### src/rtl/voice_allocator_if.sv
// Note-event handshake between the event source and voice_allocator.
// A source drives ev_valid/ev_on/ev_note. The allocator answers with ev_ready.
interface voice_allocator_if #(
    parameter int NOTE_BITS = 7
);
    logic                 ev_valid;
    logic                 ev_ready;
    logic                 ev_on;
    logic [NOTE_BITS-1:0] ev_note;

    modport master (output ev_valid, ev_on, ev_note, input ev_ready);
    modport slave  (input ev_valid, ev_on, ev_note, output ev_ready);
endinterface

### src/rtl/voice_allocator.sv
// voice_allocator: polyphonic voice scheduler with LRU stealing.
// It accepts one note event at a time and then scans the voices, one per cycle.
// After the scan it commits the event to one voice. A retrigger or a steal
// holds that voice's gate low for RETRIG_CYCLES before raising it again.
// Optional sustain pedal support is enabled by defining VOICE_ALLOC_SUSTAIN_PEDAL_EN.
module voice_allocator #(
    parameter int NUM_VOICES    = 4,
    parameter int NOTE_BITS     = 7,
    parameter int RETRIG_CYCLES = 2
) (
    input  logic                            clk,
    input  logic                            rst,
    voice_allocator_if.slave                ev,
    input  logic [NUM_VOICES-1:0]           voice_active_i,
`ifdef VOICE_ALLOC_SUSTAIN_PEDAL_EN
    input  logic                            pedal_i,
`endif
    output logic [NUM_VOICES-1:0]           gate_o,
    output logic [NUM_VOICES*NOTE_BITS-1:0] voice_note_o,
    output logic                            steal_o
);
    localparam int IW = (NUM_VOICES > 1) ? $clog2(NUM_VOICES) : 1;
    localparam int CW = (RETRIG_CYCLES > 1) ? $clog2(RETRIG_CYCLES) : 1;
    localparam logic [IW-1:0] LAST  = IW'(NUM_VOICES - 1);
    localparam logic [CW-1:0] RLAST = CW'(RETRIG_CYCLES - 1);

    typedef enum logic [1:0] {S_IDLE, S_SCAN, S_COMMIT, S_RETRIG} state_t;

    state_t state_q, state_d;

    // Per-voice state.
    logic [NUM_VOICES-1:0]                gate_q;
    logic [NUM_VOICES-1:0][NOTE_BITS-1:0] note_q;
    logic [NUM_VOICES-1:0][IW-1:0]        age_q;
    logic                                 steal_q;

    // Event that is currently in flight.
    logic                 on_q;
    logic [NOTE_BITS-1:0] enote_q;
    logic [IW-1:0]        scan_idx_q;

    // Candidates collected during the scan.
    logic          match_f_q, free_f_q, rel_f_q, steal_f_q;
    logic [IW-1:0] match_idx_q, free_idx_q, rel_idx_q, steal_idx_q;
    logic [IW-1:0] rel_age_q, steal_age_q;

    // Retrigger bookkeeping.
    logic [IW-1:0] ridx_q;
    logic [CW-1:0] rcnt_q;

    logic          accept, ev_ready, rel_now;
    logic [IW-1:0] sel;
    logic          go_retrig, is_steal;
    logic          cur_gate, cur_act;
    logic [NOTE_BITS-1:0] cur_note;
    logic [IW-1:0] cur_age;

`ifdef VOICE_ALLOC_SUSTAIN_PEDAL_EN
    logic [NUM_VOICES-1:0] held_q;
    logic                  pedal_q, rel_pend_q, pedal_fall;
    assign pedal_fall = pedal_q && !pedal_i;
    // A pending pedal release runs only in IDLE. It wins over a new event.
    assign rel_now    = (state_q == S_IDLE) && (rel_pend_q || pedal_fall);
`else
    assign rel_now    = 1'b0;
`endif

    assign cur_gate = gate_q[scan_idx_q];
    assign cur_act  = voice_active_i[scan_idx_q];
    assign cur_note = note_q[scan_idx_q];
    assign cur_age  = age_q[scan_idx_q];

    // Note-on target priority: retrigger, then free, then releasing, then steal.
    always_comb begin
        if (match_f_q)     sel = match_idx_q;
        else if (free_f_q) sel = free_idx_q;
        else if (rel_f_q)  sel = rel_idx_q;
        else               sel = steal_idx_q;
    end

    assign go_retrig = on_q && (match_f_q || (!free_f_q && !rel_f_q));
    assign is_steal  = on_q && !match_f_q && !free_f_q && !rel_f_q;

    // FSM state register.
    always_ff @(posedge clk) begin
        if (rst) state_q <= S_IDLE;
        else     state_q <= state_d;
    end

    // FSM next state and handshake.
    always_comb begin
        state_d  = state_q;
        ev_ready = 1'b0;
        accept   = 1'b0;
        case (state_q)
            S_IDLE: begin
                ev_ready = !rel_now;
                if (ev.ev_valid && !rel_now) begin
                    accept  = 1'b1;
                    state_d = S_SCAN;
                end
            end
            S_SCAN:   if (scan_idx_q == LAST) state_d = S_COMMIT;
            S_COMMIT: state_d = go_retrig ? S_RETRIG : S_IDLE;
            S_RETRIG: if (rcnt_q == RLAST) state_d = S_IDLE;
            default:  state_d = S_IDLE;
        endcase
    end

    assign ev.ev_ready  = ev_ready;
    assign gate_o       = gate_q;
    assign voice_note_o = note_q;
    assign steal_o      = steal_q;

    // Datapath: latch the event, scan the voices, commit, retrigger and age.
    always_ff @(posedge clk) begin
        if (rst) begin
            gate_q      <= '0;
            note_q      <= '0;
            steal_q     <= 1'b0;
            on_q        <= 1'b0;
            enote_q     <= '0;
            scan_idx_q  <= '0;
            match_f_q   <= 1'b0;
            free_f_q    <= 1'b0;
            rel_f_q     <= 1'b0;
            steal_f_q   <= 1'b0;
            match_idx_q <= '0;
            free_idx_q  <= '0;
            rel_idx_q   <= '0;
            steal_idx_q <= '0;
            rel_age_q   <= '0;
            steal_age_q <= '0;
            ridx_q      <= '0;
            rcnt_q      <= '0;
            for (int i = 0; i < NUM_VOICES; i++) age_q[i] <= IW'(i);
`ifdef VOICE_ALLOC_SUSTAIN_PEDAL_EN
            held_q      <= '0;
            pedal_q     <= 1'b0;
            rel_pend_q  <= 1'b0;
`endif
        end else begin
            steal_q <= 1'b0;

            if (accept) begin
                on_q       <= ev.ev_on;
                enote_q    <= ev.ev_note;
                scan_idx_q <= '0;
                match_f_q  <= 1'b0;
                free_f_q   <= 1'b0;
                rel_f_q    <= 1'b0;
                steal_f_q  <= 1'b0;
            end

            if (state_q == S_SCAN) begin
                scan_idx_q <= scan_idx_q + 1'b1;
                // The first gated voice with the same note is the retrigger or note-off target.
                if (cur_gate && cur_note == enote_q && !match_f_q) begin
                    match_f_q   <= 1'b1;
                    match_idx_q <= scan_idx_q;
                end
                if (!cur_gate && !cur_act && !free_f_q) begin
                    free_f_q   <= 1'b1;
                    free_idx_q <= scan_idx_q;
                end
                if (!cur_gate && cur_act && (!rel_f_q || cur_age > rel_age_q)) begin
                    rel_f_q   <= 1'b1;
                    rel_idx_q <= scan_idx_q;
                    rel_age_q <= cur_age;
                end
                if (cur_gate && (!steal_f_q || cur_age > steal_age_q)) begin
                    steal_f_q   <= 1'b1;
                    steal_idx_q <= scan_idx_q;
                    steal_age_q <= cur_age;
                end
            end

            if (state_q == S_COMMIT) begin
                if (on_q) begin
                    note_q[sel] <= enote_q;
                    gate_q[sel] <= !go_retrig;
                    steal_q     <= is_steal;
                    ridx_q      <= sel;
                    rcnt_q      <= '0;
                    // LRU update: voices younger than the chosen one age by one.
                    for (int j = 0; j < NUM_VOICES; j++)
                        if (age_q[j] < age_q[sel]) age_q[j] <= age_q[j] + 1'b1;
                    age_q[sel] <= '0;
`ifdef VOICE_ALLOC_SUSTAIN_PEDAL_EN
                    held_q[sel] <= 1'b0;
`endif
                end else if (match_f_q) begin
`ifdef VOICE_ALLOC_SUSTAIN_PEDAL_EN
                    if (pedal_i) held_q[match_idx_q] <= 1'b1;
                    else         gate_q[match_idx_q] <= 1'b0;
`else
                    gate_q[match_idx_q] <= 1'b0;
`endif
                end
            end

            if (state_q == S_RETRIG) begin
                if (rcnt_q == RLAST) gate_q[ridx_q] <= 1'b1;
                else                 rcnt_q <= rcnt_q + 1'b1;
            end

`ifdef VOICE_ALLOC_SUSTAIN_PEDAL_EN
            pedal_q <= pedal_i;
            if (rel_now) begin
                for (int i = 0; i < NUM_VOICES; i++)
                    if (held_q[i]) gate_q[i] <= 1'b0;
                held_q     <= '0;
                rel_pend_q <= 1'b0;
            end else if (pedal_fall) begin
                rel_pend_q <= 1'b1;
            end
`endif
        end
    end
endmodule
### src/flat_wrapper.sv
// flat-port wrapper written by rule: the top's interface ports become plain ports
module voice_allocator_flat 
#(
    parameter int NUM_VOICES    = 4,
    parameter int NOTE_BITS     = 7,
    parameter int RETRIG_CYCLES = 2
)
  (clk, rst, voice_active_i, gate_o, voice_note_o, steal_o, ev_ev_valid, ev_ev_on, ev_ev_note, ev_ev_ready);
  voice_allocator_if #(.NOTE_BITS(NOTE_BITS)) ev_i ();
  input  logic clk;
  input  logic rst;
  input  logic [NUM_VOICES-1:0] voice_active_i;
  output logic [NUM_VOICES-1:0] gate_o;
  output logic [NUM_VOICES*NOTE_BITS-1:0] voice_note_o;
  output logic steal_o;
  input wire logic [$bits(ev_i.ev_valid)-1:0] ev_ev_valid;
  input wire logic [$bits(ev_i.ev_on)-1:0] ev_ev_on;
  input wire logic [$bits(ev_i.ev_note)-1:0] ev_ev_note;
  output wire logic [$bits(ev_i.ev_ready)-1:0] ev_ev_ready;
  assign ev_i.ev_valid = ev_ev_valid;
  assign ev_i.ev_on = ev_ev_on;
  assign ev_i.ev_note = ev_ev_note;
  assign ev_ev_ready = ev_i.ev_ready;
  voice_allocator #(.NUM_VOICES(NUM_VOICES), .NOTE_BITS(NOTE_BITS), .RETRIG_CYCLES(RETRIG_CYCLES)) u_core (.clk(clk), .rst(rst), .ev(ev_i), .voice_active_i(voice_active_i), .gate_o(gate_o), .voice_note_o(voice_note_o), .steal_o(steal_o));
endmodule
### config.mk
export PLATFORM = sky130hd
export DESIGN_NAME = voice_allocator_flat
export DESIGN_NICKNAME = d
export VERILOG_FILES = /design/src/rtl/voice_allocator_if.sv /design/src/rtl/voice_allocator.sv /design/src/flat_wrapper.sv
export SDC_FILE = /design/constraint.sdc
export NUM_CORES = 1
export LEC_CHECK = 0
export BUFFER_PORTS_ARGS = -buffer_cell sky130_fd_sc_hd__buf_2
export CAP_MARGIN = 20
export CORE_ASPECT_RATIO = 0.5
export CORE_MARGIN = 10
export CORE_UTILIZATION = 30
export CTS_BUF_LIST = sky130_fd_sc_hd__clkbuf_2 sky130_fd_sc_hd__clkbuf_4 sky130_fd_sc_hd__clkbuf_8
export CTS_CLUSTER_SIZE = 10
export DETAILED_ROUTE_END_ITERATION = 8
export MAX_ROUTING_LAYER = met4
export SETUP_SLACK_MARGIN = 0.3
export SLEW_MARGIN = 20
export SYNTH_ARGS = -nofsm -noshare
export SYNTH_HDL_FRONTEND = slang
export SYNTH_SLANG_ARGS = --single-unit
### constraint.sdc
create_clock -name clk -period 2.8 [get_ports clk]
set_input_delay 0.56 -clock clk [delete_from_list [all_inputs] [get_ports clk]]
set_output_delay 0.56 -clock clk [all_outputs]
set_load 0.01 [all_outputs]
==> results of run 1 <==
==> cell usage after synthesis (3+ instances only) <==
master	n
dfxtp_1	72
nor2_1	64
mux2i_1	42
nand2_1	33
a21oi_1	21
clkbuf_1	14
o21ai_0	12
inv_1	11
mux4_2	11
nand3_1	6
nor2b_1	6
nor3_1	6
a31oi_1	5
ha_1	5
a2111oi_0	4
a211oi_2	4
clkbuf_8	4
xnor2_1	4
a221oi_1	3
and3_1	3
mux2_2	3
nor3b_1	3
o2111ai_1	3
xor2_1	3
==> routing by layer <==
metal  track usage [%]  wire, um  part of all wire, %  up-vias
li1                  -         -                    -     1521
met1              15.4      4890                   49     1496
met2              18.1      4480                   45       77
met3              2.92       501                  5.0       12
met4              4.05       167                  1.7        0
met5                 -         0                    0        -
==> metrics by stage <==
step                utilization [%]  cell area (um^2)  hold slack (ns)
global placement               34.8              4130            0.476
finish                         36.5              4330            0.439
detailed placement             34.8              4130            0.492
floorplan                         -              3680            0.453
CTS                            36.2              4300            0.426
global route                   36.5              4330            0.443
==> report_power, final <==
group / internal (mW) / leakage (nW) / switching [mW]
combinational: 0.0913 / 1.05 / 0.128
clock: 0.339 / 0.0841 / 0.407
sequential: 1.04 / 0.584 / 0.0389
total: 1.47 / 1.72 / 0.574
==> sequential cells by signal, indices dropped and copies added (netlist names), 2 cells and up <==
signal               count
u_core.rel_idx_q         2
u_core.ridx_q            2
u_core.state_q           2
u_core.gate_o            4
u_core.rel_age_q         2
u_core.steal_idx_q       2
u_core.voice_note_o     28
u_core.steal_age_q       2
u_core.age_q             8
u_core.free_idx_q        2
u_core.enote_q           7
u_core.match_idx_q       2
u_core.scan_idx_q        2
==> logic make-up after synthesis <==
logic type / synth area share (%)
xor+xnor: 1.67
mux: 19.1
fa+ha+maj: 2.01
compound gates: 14.3
buf+inv: 4.70
simple gates: 19.0
flops: 39.3
==> worst register-to-register path, delay by kind of cell, from the launching register on <==
family,cells,cell delay (ns)
mux,1,0.40
simple gates,1,0.18
flops,1,0.45
compound gates,4,1.32
==> cell type report <==
class | count | area (um^2) | area share (%)
Clock inverter | 5 | 33.8 | 0.780
Sequential cell | 72 | 1450 | 33.4
Multi-Input combinational cell | 283 | 2080 | 48.0
Inverter | 11 | 41.3 | 0.954
Timing Repair Buffer | 67 | 383 | 8.84
Clock buffer | 10 | 138 | 3.18
Tap cell | 165 | 206 | 4.77
==> cell usage in the layout (no fill, tap or decap), drive strengths merged, types with 4 or more instances in the layout <==
cell type / count
nand3: 7
clkbuf: 10
nor2b: 6
mux2i: 42
nor3: 8
ha: 5
dfxtp: 72
o21ai: 12
nand2: 33
buf: 67
a211oi: 6
mux4: 11
inv: 11
a221oi: 4
a21oi: 22
a31oi: 5
xnor2: 4
a2111oi: 4
nor2: 67
==> how the worst min path moves through the flow <==
stage	end	from	cells past startpoint
after floorplan	u_core.free_idx_q[0]	u_core.free_idx_q[0]	2
after global placement	u_core.rel_age_q[1]	u_core.rel_age_q[1]	2
after CTS	u_core.on_q	ev_ev_on	3
after global routing	u_core.enote_q[5]	ev_ev_note[5]	3
final	u_core.on_q	ev_ev_on	3
after detailed placement	u_core.rel_idx_q[0]	u_core.rel_idx_q[0]	2
==> flow_metrics.env, run 1 <==
export IMPL_diodes=0
export IMPL_core_area_um2=11900
export IMPL_place_congestion=0.894
export IMPL_layout_min_cycle_time_ns=2.44
export IMPL_fmax_mhz=411
export IMPL_grt_total_usage_pct=12.0
export IMPL_drtPass1Iterations=5
export IMPL_synth_area_leader_cell="dfxtp_1"
export IMPL_drcViolationCount=0
export IMPL_cp_top_family="compound AO/OA/AOI/OAI gates"
export IMPL_rrSetupSlack_ns=0.36
export IMPL_relSlewSlack_pct=46.7
export IMPL_hpwl_um=7250
export IMPL_start_kind="register"
export IMPL_yosysUniqueCellTypes=56
export IMPL_yosys_warnings=0
export IMPL_cp_startpoint="u_core.rel_f_q"
export IMPL_die_h_um=98.2
export IMPL_power_per_cell_area_nw_per_um2=473
export IMPL_via_per_inst=5.07
export IMPL_finalPower_mw=2.05
export IMPL_drt_iter0_markers=246
export IMPL_clock_path_buffers=2
export IMPL_syn_area_per_cell_um2=9.46
export IMPL_hold_viol=0
export IMPL_outcome="finished clean"
export IMPL_synthArstFlopShare_pct=0
export IMPL_nets=464
export IMPL_cts_tree="done"
export IMPL_criticalPathCategory="register to register"
export IMPL_rsz0062_at_grt="yes"
export IMPL_numCtsBuffers=9
export IMPL_finClkSkew_ns=0.0127
export IMPL_instances_no_fill=613
export IMPL_synth_top_area_share_pct=39.3
export IMPL_maxCapViolations=0
export IMPL_grt_max_degree=41
export IMPL_rr_startpoint="u_core.rel_f_q"
export IMPL_maxSlewViolCount=0
export IMPL_ctsHtreeMaxLevel=3
export IMPL_synth_area_um2=3670
export IMPL_place_inst=598
export IMPL_worst_slack_ns=0.364
export IMPL_yosysSeqAreaShare_pct=39.3
export IMPL_drive_gt1_share_pct=27.7
export IMPL_synth_area_top_cells="dfxtp_1 39%, mux2i_1 11%, mux4_2 6.7%"
export IMPL_p_leak_nw=1.72
export IMPL_root_buffer="clkbuf_8"
export IMPL_gr_total_overflow=0
export IMPL_fillers=1226
export IMPL_clk_pin_slew_worst_paths_ns=0.08
export IMPL_reg2reg_to="u_core.age_q[6]"
export IMPL_synth_cells=388
export IMPL_post_cts_resized=0
export IMPL_end_kind="register"
export IMPL_cp_num_cells=6
export IMPL_numPortBuffers=48
export IMPL_postCtsSetupBuffers=0
export IMPL_irDropWorstVdd_uv=249
export IMPL_worstHoldPathType="input pin to register"
export IMPL_ioPinCount=49
export IMPL_syn_to_final_growth_pct=17.9
export IMPL_setup_viol=0
export IMPL_cp_slowest_cell="a221o_2"
export IMPL_die_w_um=176
export IMPL_std_cell_rows=28
export IMPL_crit_chain="mux2_2, a221o_2, a211o_1, o2111ai_1, o311ai_0, and3_1"
export IMPL_cp_max_fo=11
export IMPL_syn_num_nets=408
export IMPL_tightest_slew_ns=0.780
export IMPL_post_drt_wl_per_cell_um=16.4
export IMPL_clock_sinks=72
export IMPL_grt_pass1_wl_um=16500
export IMPL_routed_wl_um=10000
export IMPL_dp_slack_ns=0.337
export IMPL_fin_setup_tns_ns=0
export IMPL_critical_path_arrival_ns=2.68
export IMPL_critical_path_buf_inv_count=0
export IMPL_antenna_found_initial=0
export IMPL_ys_ff_latch=72
export IMPL_dieArea_um2=17300
export IMPL_reg2regPathDepth=6
export IMPL_clk_latency_ns=0.36
export IMPL_slowest_delay_ns=0.51
export IMPL_synth_edff_count=0
export IMPL_grt_pass1_vias=2971
export IMPL_endpoint="u_core.age_q[6]"
export IMPL_timing_final_crit_share_pct=87.0
export IMPL_hold_buffers=0
export IMPL_ant_nets=0
export IMPL_dominantRegCellSynth="dfxtp_1"
export IMPL_required_ns=3.05
export IMPL_dr_total_vias=3106
export IMPL_initial_core_util_pct=30.9
Note: power is estimated with default switching activity, not from simulation.
==> inputs of run 2 (changes only) <==
--- a/config.mk
+++ b/config.mk
@@ -8,7 +8,7 @@
 export BUFFER_PORTS_ARGS = -buffer_cell sky130_fd_sc_hd__buf_2
 export CAP_MARGIN = 20
 export CORE_ASPECT_RATIO = 0.5
-export CORE_MARGIN = 10
+export CORE_MARGIN = 2
 export CORE_UTILIZATION = 30
 export CTS_BUF_LIST = sky130_fd_sc_hd__clkbuf_2 sky130_fd_sc_hd__clkbuf_4 sky130_fd_sc_hd__clkbuf_8
 export CTS_CLUSTER_SIZE = 10
==> run 2 against run 1 <==
Against the previous run:
- die area fell by 24%
- count of clock-buffer cells in the layout did not move
- register-to-register slack improved by 0.05 ns
- critical endpoint is now u_core.voice_note_o[1]
- fmax rose by 2.1%
- sequential power barely moved
- setup slack improved by 0.051 ns
- sequential cell count did not move
- worst hold slack got worse by 0.0036 ns
- first-iteration DRC count fell by 24%
- combinational power barely moved
==> flow_metrics.env, run 2 (same netlist as run 1, synthesis figures left out) <==
export IMPL_post_drt_wl_per_cell_um=15.3
export IMPL_grt_pass1_wl_um=15300
export IMPL_maxCapViolations=0
export IMPL_fin_area_um2=4340
export IMPL_cp_max_fo=8
export IMPL_die_h_um=82.2
export IMPL_dpl_instance_area_um2=4100
export IMPL_seq_power_share_pct=50.8
export IMPL_multi_input_area_um2=2080
export IMPL_syn_to_final_growth_pct=18.1
export IMPL_maxSlewViolCount=0
export IMPL_nets=462
export IMPL_rr_startpoint="u_core.free_f_q"
export IMPL_initial_core_util_pct=30.9
export IMPL_required_ns=3.02
export IMPL_regArea_um2=1450
export IMPL_ctsHtreeMaxLevel=3
export IMPL_cts_tree="done"
export IMPL_antenna_found_initial=0
export IMPL_clockPowerShare_pct=38.9
export IMPL_clk_pin_slew_worst_paths_ns=0.08
export IMPL_internal_power_mw=1.57
export IMPL_via_per_inst=5.02
export IMPL_drcViolationCount=0
export IMPL_largest_register_ffs=28
export IMPL_rsz0062_at_grt="yes"
export IMPL_cp_slowest_cell="nor3b_1"
export IMPL_place_inst=594
export IMPL_p_switching_mw=0.562
export IMPL_drtPass1Iterations=4
export IMPL_instances_no_fill=611
export IMPL_crit_path_frequent_cell="buf_4"
export IMPL_root_buffer="clkbuf_8"
export IMPL_p_leak_nw=1.72
export IMPL_dr_total_vias=3067
export IMPL_worstHoldPathType="input pin to register"
export IMPL_finClkSkew_ns=0.00993
export IMPL_clock_path_buffers=2
export IMPL_setup_viol=0
export IMPL_worstHoldStart="ev_ev_note[5]"
export IMPL_tightest_slew_ns=0.935
export IMPL_switching_share_pct=26.4
export IMPL_gr_total_overflow=0
export IMPL_dieArea_um2=13200
export IMPL_outcome="finished clean"
export IMPL_relSlewSlack_pct=36.0
export IMPL_cp_top_family="simple AND/OR/NAND/NOR gates"
export IMPL_die_w_um=160
export IMPL_crit_chain="nor3b_1, a211oi_2, buf_4, nor3_4, buf_4, mux2i_1, nor2_1"
export IMPL_std_cell_rows=28
export IMPL_diodes=0
export IMPL_critical_path_arrival_ns=2.61
export IMPL_dp_slack_ns=0.265
export IMPL_place_congestion=0.905
export IMPL_hold_viol=0
export IMPL_ant_nets=0
export IMPL_grt_pass1_vias=2882
export IMPL_power_frac_comb_pct=10.3
export IMPL_grt_total_usage_pct=15.5
export IMPL_core_area_um2=11900
export IMPL_clk_latency_ns=0.36
export IMPL_end_kind="register"
export IMPL_clock_sinks=72
export IMPL_slowest_delay_ns=0.62
export IMPL_drt_iter0_markers=187
export IMPL_final_cell_mix="70 x dfxtp_1, 64 x nor2_1, 48 x buf_2"
export IMPL_hpwl_um=6620
export IMPL_worst_slack_ns=0.415
export IMPL_critical_path_buf_inv_count=2
export IMPL_numPortBuffers=48
export IMPL_cp_startpoint="u_core.free_f_q"
export IMPL_fillers=1200
export IMPL_criticalPathCategory="register to register"
export IMPL_grt_max_degree=41
export IMPL_drive_gt1_share_pct=26.7
export IMPL_layout_min_cycle_time_ns=2.38
export IMPL_fmax_mhz=419
export IMPL_irDropWorstVdd_uv=306
export IMPL_whs_ns=0.435
export IMPL_fin_setup_tns_ns=0
export IMPL_routed_wl_um=9370
export IMPL_final_common_cell="dfxtp_1"
export IMPL_timing_final_crit_share_pct=85.2
export IMPL_power_per_cell_area_nw_per_um2=491
export IMPL_ioPinCount=49
export IMPL_start_kind="register"
export IMPL_numCtsBuffers=9
run 2: per-layer routing:
| layer | routed length [um] | share of wire (%) | GRT usage [%] | up-vias |
|---|---|---|---|---|
| li1 | - | - | - | 1509 |
| met1 | 4540 | 48 | 19.0 | 1474 |
| met2 | 4230 | 45 | 24.3 | 70 |
| met3 | 444 | 4.7 | 4.45 | 14 |
| met4 | 157 | 1.7 | 6.40 | 0 |
| met5 | 0 | 0 | - | - |
run 2: layout make-up:
type	count	area share (%)
clock buffers	10	3.17
clock inverters	5	1.30
inverters	11	0.952
multi-input cells	283	48.0
flip-flops and latches	72	33.4
well taps	165	4.76
repair buffers	65	8.48
run 2: metrics by stage:
step	power [mW]	util (%)
after floorplan	1.25	-
after detailed placement	1.32	34.5
after global routing	2.22	36.5
after global placement	1.31	34.5
final	2.13	36.5
after CTS	2.15	36.3
run 2: worst paths after layout:
check	end	slack, ns	cells after the start
setup / recovery	u_core.voice_note_o[1]	0.42	7
hold / removal	u_core.enote_q[5]	0.44	3
setup reg to reg	u_core.voice_note_o[1]	0.42	7
hold reg to reg	u_core.rel_idx_q[0]	0.49	2
run 2: worst register-to-register path: stages (launching register included):
cell      delay [ns]
dfxtp_1         0.46
nor3b_1         0.62
a211oi_2        0.19
buf_4           0.22
nor3_4          0.23
buf_4           0.26
mux2i_1         0.22
nor2_1          0.05
run 2: repair_timing:
action                     CTS  global route
buffers inserted             0             2
setup endpoints to repair    9            24
hold buffers                 0             0
resized for setup            3             4
pin swaps                    0             1
run 2: power by group through the flow:
stage / Sequential, mW / Clock (mW) / Combinational, mW
after global routing: 1.09 / 0.891 / 0.246
after floorplan: 1.09 / 0 / 0.167
after CTS: 1.08 / 0.853 / 0.213
final: 1.08 / 0.827 / 0.220
after global placement: 1.11 / 0 / 0.208
after detailed placement: 1.11 / 0 / 0.209
==> inputs of run 3 (changes only) <==
--- a/config.mk
+++ b/config.mk
@@ -7,6 +7,8 @@
 export LEC_CHECK = 0
 export BUFFER_PORTS_ARGS = -buffer_cell sky130_fd_sc_hd__buf_2
 export CAP_MARGIN = 20
+export CELL_PAD_IN_SITES_DETAIL_PLACEMENT = 1
+export CELL_PAD_IN_SITES_GLOBAL_PLACEMENT = 1
 export CORE_ASPECT_RATIO = 0.5
 export CORE_MARGIN = 2
 export CORE_UTILIZATION = 30
@@ -14,6 +16,7 @@
 export CTS_CLUSTER_SIZE = 10
 export DETAILED_ROUTE_END_ITERATION = 8
 export MAX_ROUTING_LAYER = met4
+export PLACE_DENSITY_LB_ADDON = 0.1
 export SETUP_SLACK_MARGIN = 0.3
 export SLEW_MARGIN = 20
 export SYNTH_ARGS = -nofsm -noshare
==> run 3 against run 2 <==
Against the previous run:
- non-clock buffer count fell by 1
- design area is 1.0% higher
- first-iteration DRC count shrank 36%
- via count is 1.5% higher
==> flow_metrics.env, run 3 (same netlist as run 1, synthesis figures left out) <==
export IMPL_diodes=0
export IMPL_p_leak_nw=1.74
export IMPL_drive_gt1_share_pct=26.9
export IMPL_grt_pass1_vias=3217
export IMPL_core_area_um2=11900
export IMPL_std_cell_rows=28
export IMPL_cp_max_fo=11
export IMPL_setup_viol=0
export IMPL_fillers=1382
export IMPL_worstHoldPathType="input pin to register"
export IMPL_final_common_cell="dfxtp_1"
export IMPL_antenna_found_initial=0
export IMPL_clock_path_buffers=2
export IMPL_fmax_mhz=418
export IMPL_dieArea_um2=13200
export IMPL_drtPass1Iterations=5
export IMPL_irDropWorstVdd_uv=215
export IMPL_die_w_um=160
export IMPL_required_ns=3.05
export IMPL_dr_total_vias=3113
export IMPL_initial_core_util_pct=30.9
export IMPL_via_per_inst=5.09
export IMPL_hold_viol=0
export IMPL_ctsHtreeMaxLevel=3
export IMPL_routed_wl_um=10800
export IMPL_criticalPathCategory="register to register"
export IMPL_die_h_um=82.2
export IMPL_numCtsBuffers=9
export IMPL_largest_register_ffs=28
export IMPL_post_drt_wl_per_cell_um=17.6
export IMPL_relSlewSlack_pct=46.6
export IMPL_critical_path_arrival_ns=2.64
export IMPL_grt_pass1_wl_um=17300
export IMPL_root_buffer="clkbuf_8"
export IMPL_end_kind="register"
export IMPL_outcome="finished clean"
export IMPL_fin_setup_tns_ns=0
export IMPL_maxCapViolations=0
export IMPL_final_cell_mix="70 x dfxtp_1, 64 x nor2_1, 48 x buf_2"
export IMPL_power_per_cell_area_nw_per_um2=516
export IMPL_syn_to_final_growth_pct=19.3
export IMPL_drt_iter0_markers=120
export IMPL_place_congestion=0.791
export IMPL_whs_ns=0.445
export IMPL_clk_latency_ns=0.35
export IMPL_maxSlewViolCount=0
export IMPL_nets=461
export IMPL_ant_nets=0
export IMPL_rsz0062_at_grt="no"
export IMPL_hpwl_um=7770
export IMPL_grt_total_usage_pct=17.5
export IMPL_clk_pin_slew_worst_paths_ns=0.08
export IMPL_ioPinCount=49
export IMPL_cts_tree="done"
export IMPL_hold_buffers=0
export IMPL_layout_min_cycle_time_ns=2.39
export IMPL_start_kind="register"
export IMPL_gr_total_overflow=0
export IMPL_finClkSkew_ns=0.0101
export IMPL_clock_sinks=72
export IMPL_timing_final_crit_share_pct=85.4
export IMPL_tightest_slew_ns=0.800
export IMPL_grt_max_degree=41
export IMPL_drcViolationCount=0
export IMPL_numPortBuffers=48
## run 3: cell types whose count changed in the layout (fill, tap and decap cells not counted), sizes merged
cell,previous run,this run
clkbuf,10,9
bufinv,1,2
clkinvlp,1,0
inv,12,14
buf,65,64
## run 3: path summary, 6_finish.rpt
kind                             from  slack [ns]                   to  depth (start not counted)
setup / recovery       u_core.rel_f_q        0.41      u_core.age_q[4]                          6
setup reg to reg       u_core.rel_f_q        0.41      u_core.age_q[4]                          6
hold reg to reg   u_core.rel_age_q[1]        0.51  u_core.rel_age_q[1]                          2
hold / removal               ev_ev_on        0.44          u_core.on_q                          3
## run 3: area by class of cell
class,instances,area (um^2),share of cell area [%]
Clock inverter,7,103,2.34
Tap cell,165,206,4.71
Sequential cell,72,1450,33.0
Clock buffer,9,124,2.83
Inverter,11,41.3,0.943
Multi-Input combinational cell,283,2090,47.6
Timing Repair Buffer,64,373,8.51
## run 3: worst max-delay path: stages, from the launching register on
cell	delay [ns]
dfxtp_2	0.40
mux2_2	0.38
a221o_4	0.50
a211oi_2	0.42
nor2_4	0.12
maj3_2	0.31
o21a_1	0.16
## run 3: report_power, final
group	internal [mW]	switching (mW)	total, mW
Combinational	0.0891	0.129	0.218
Sequential	1.04	0.0418	1.09
Clock	0.514	0.442	0.956
## run 3: per-stage QoR
stage / utilization (%) / power (mW) / cells / cell area [um^2] / setup WS [ns]
after floorplan: - / 1.25 / 388 / 3680 / 0.326
after global placement: 34.7 / 1.32 / 594 / 4120 / 0.341
after detailed placement: 34.7 / 1.33 / 594 / 4120 / 0.286
after CTS: 36.6 / 2.29 / 610 / 4340 / 0.325
after global routing: 36.9 / 2.37 / 611 / 4380 / 0.313
final: 36.9 / 2.26 / 611 / 4380 / 0.409
## run 3: timing repair
item,in CTS,in global routing
buffers inserted,0,1
pin swaps,0,2
gates resized for setup,1,7
endpoints found under the setup margin,8,20
## run 3: routing by layer
metal  vias up  wire length [um]  track usage (%)
met1      1524              5170             21.7
met3        14               578             5.04
met2        61              4890             28.6
li1       1514                 -                -
met5         -                 0                -
met4         0               136             4.59
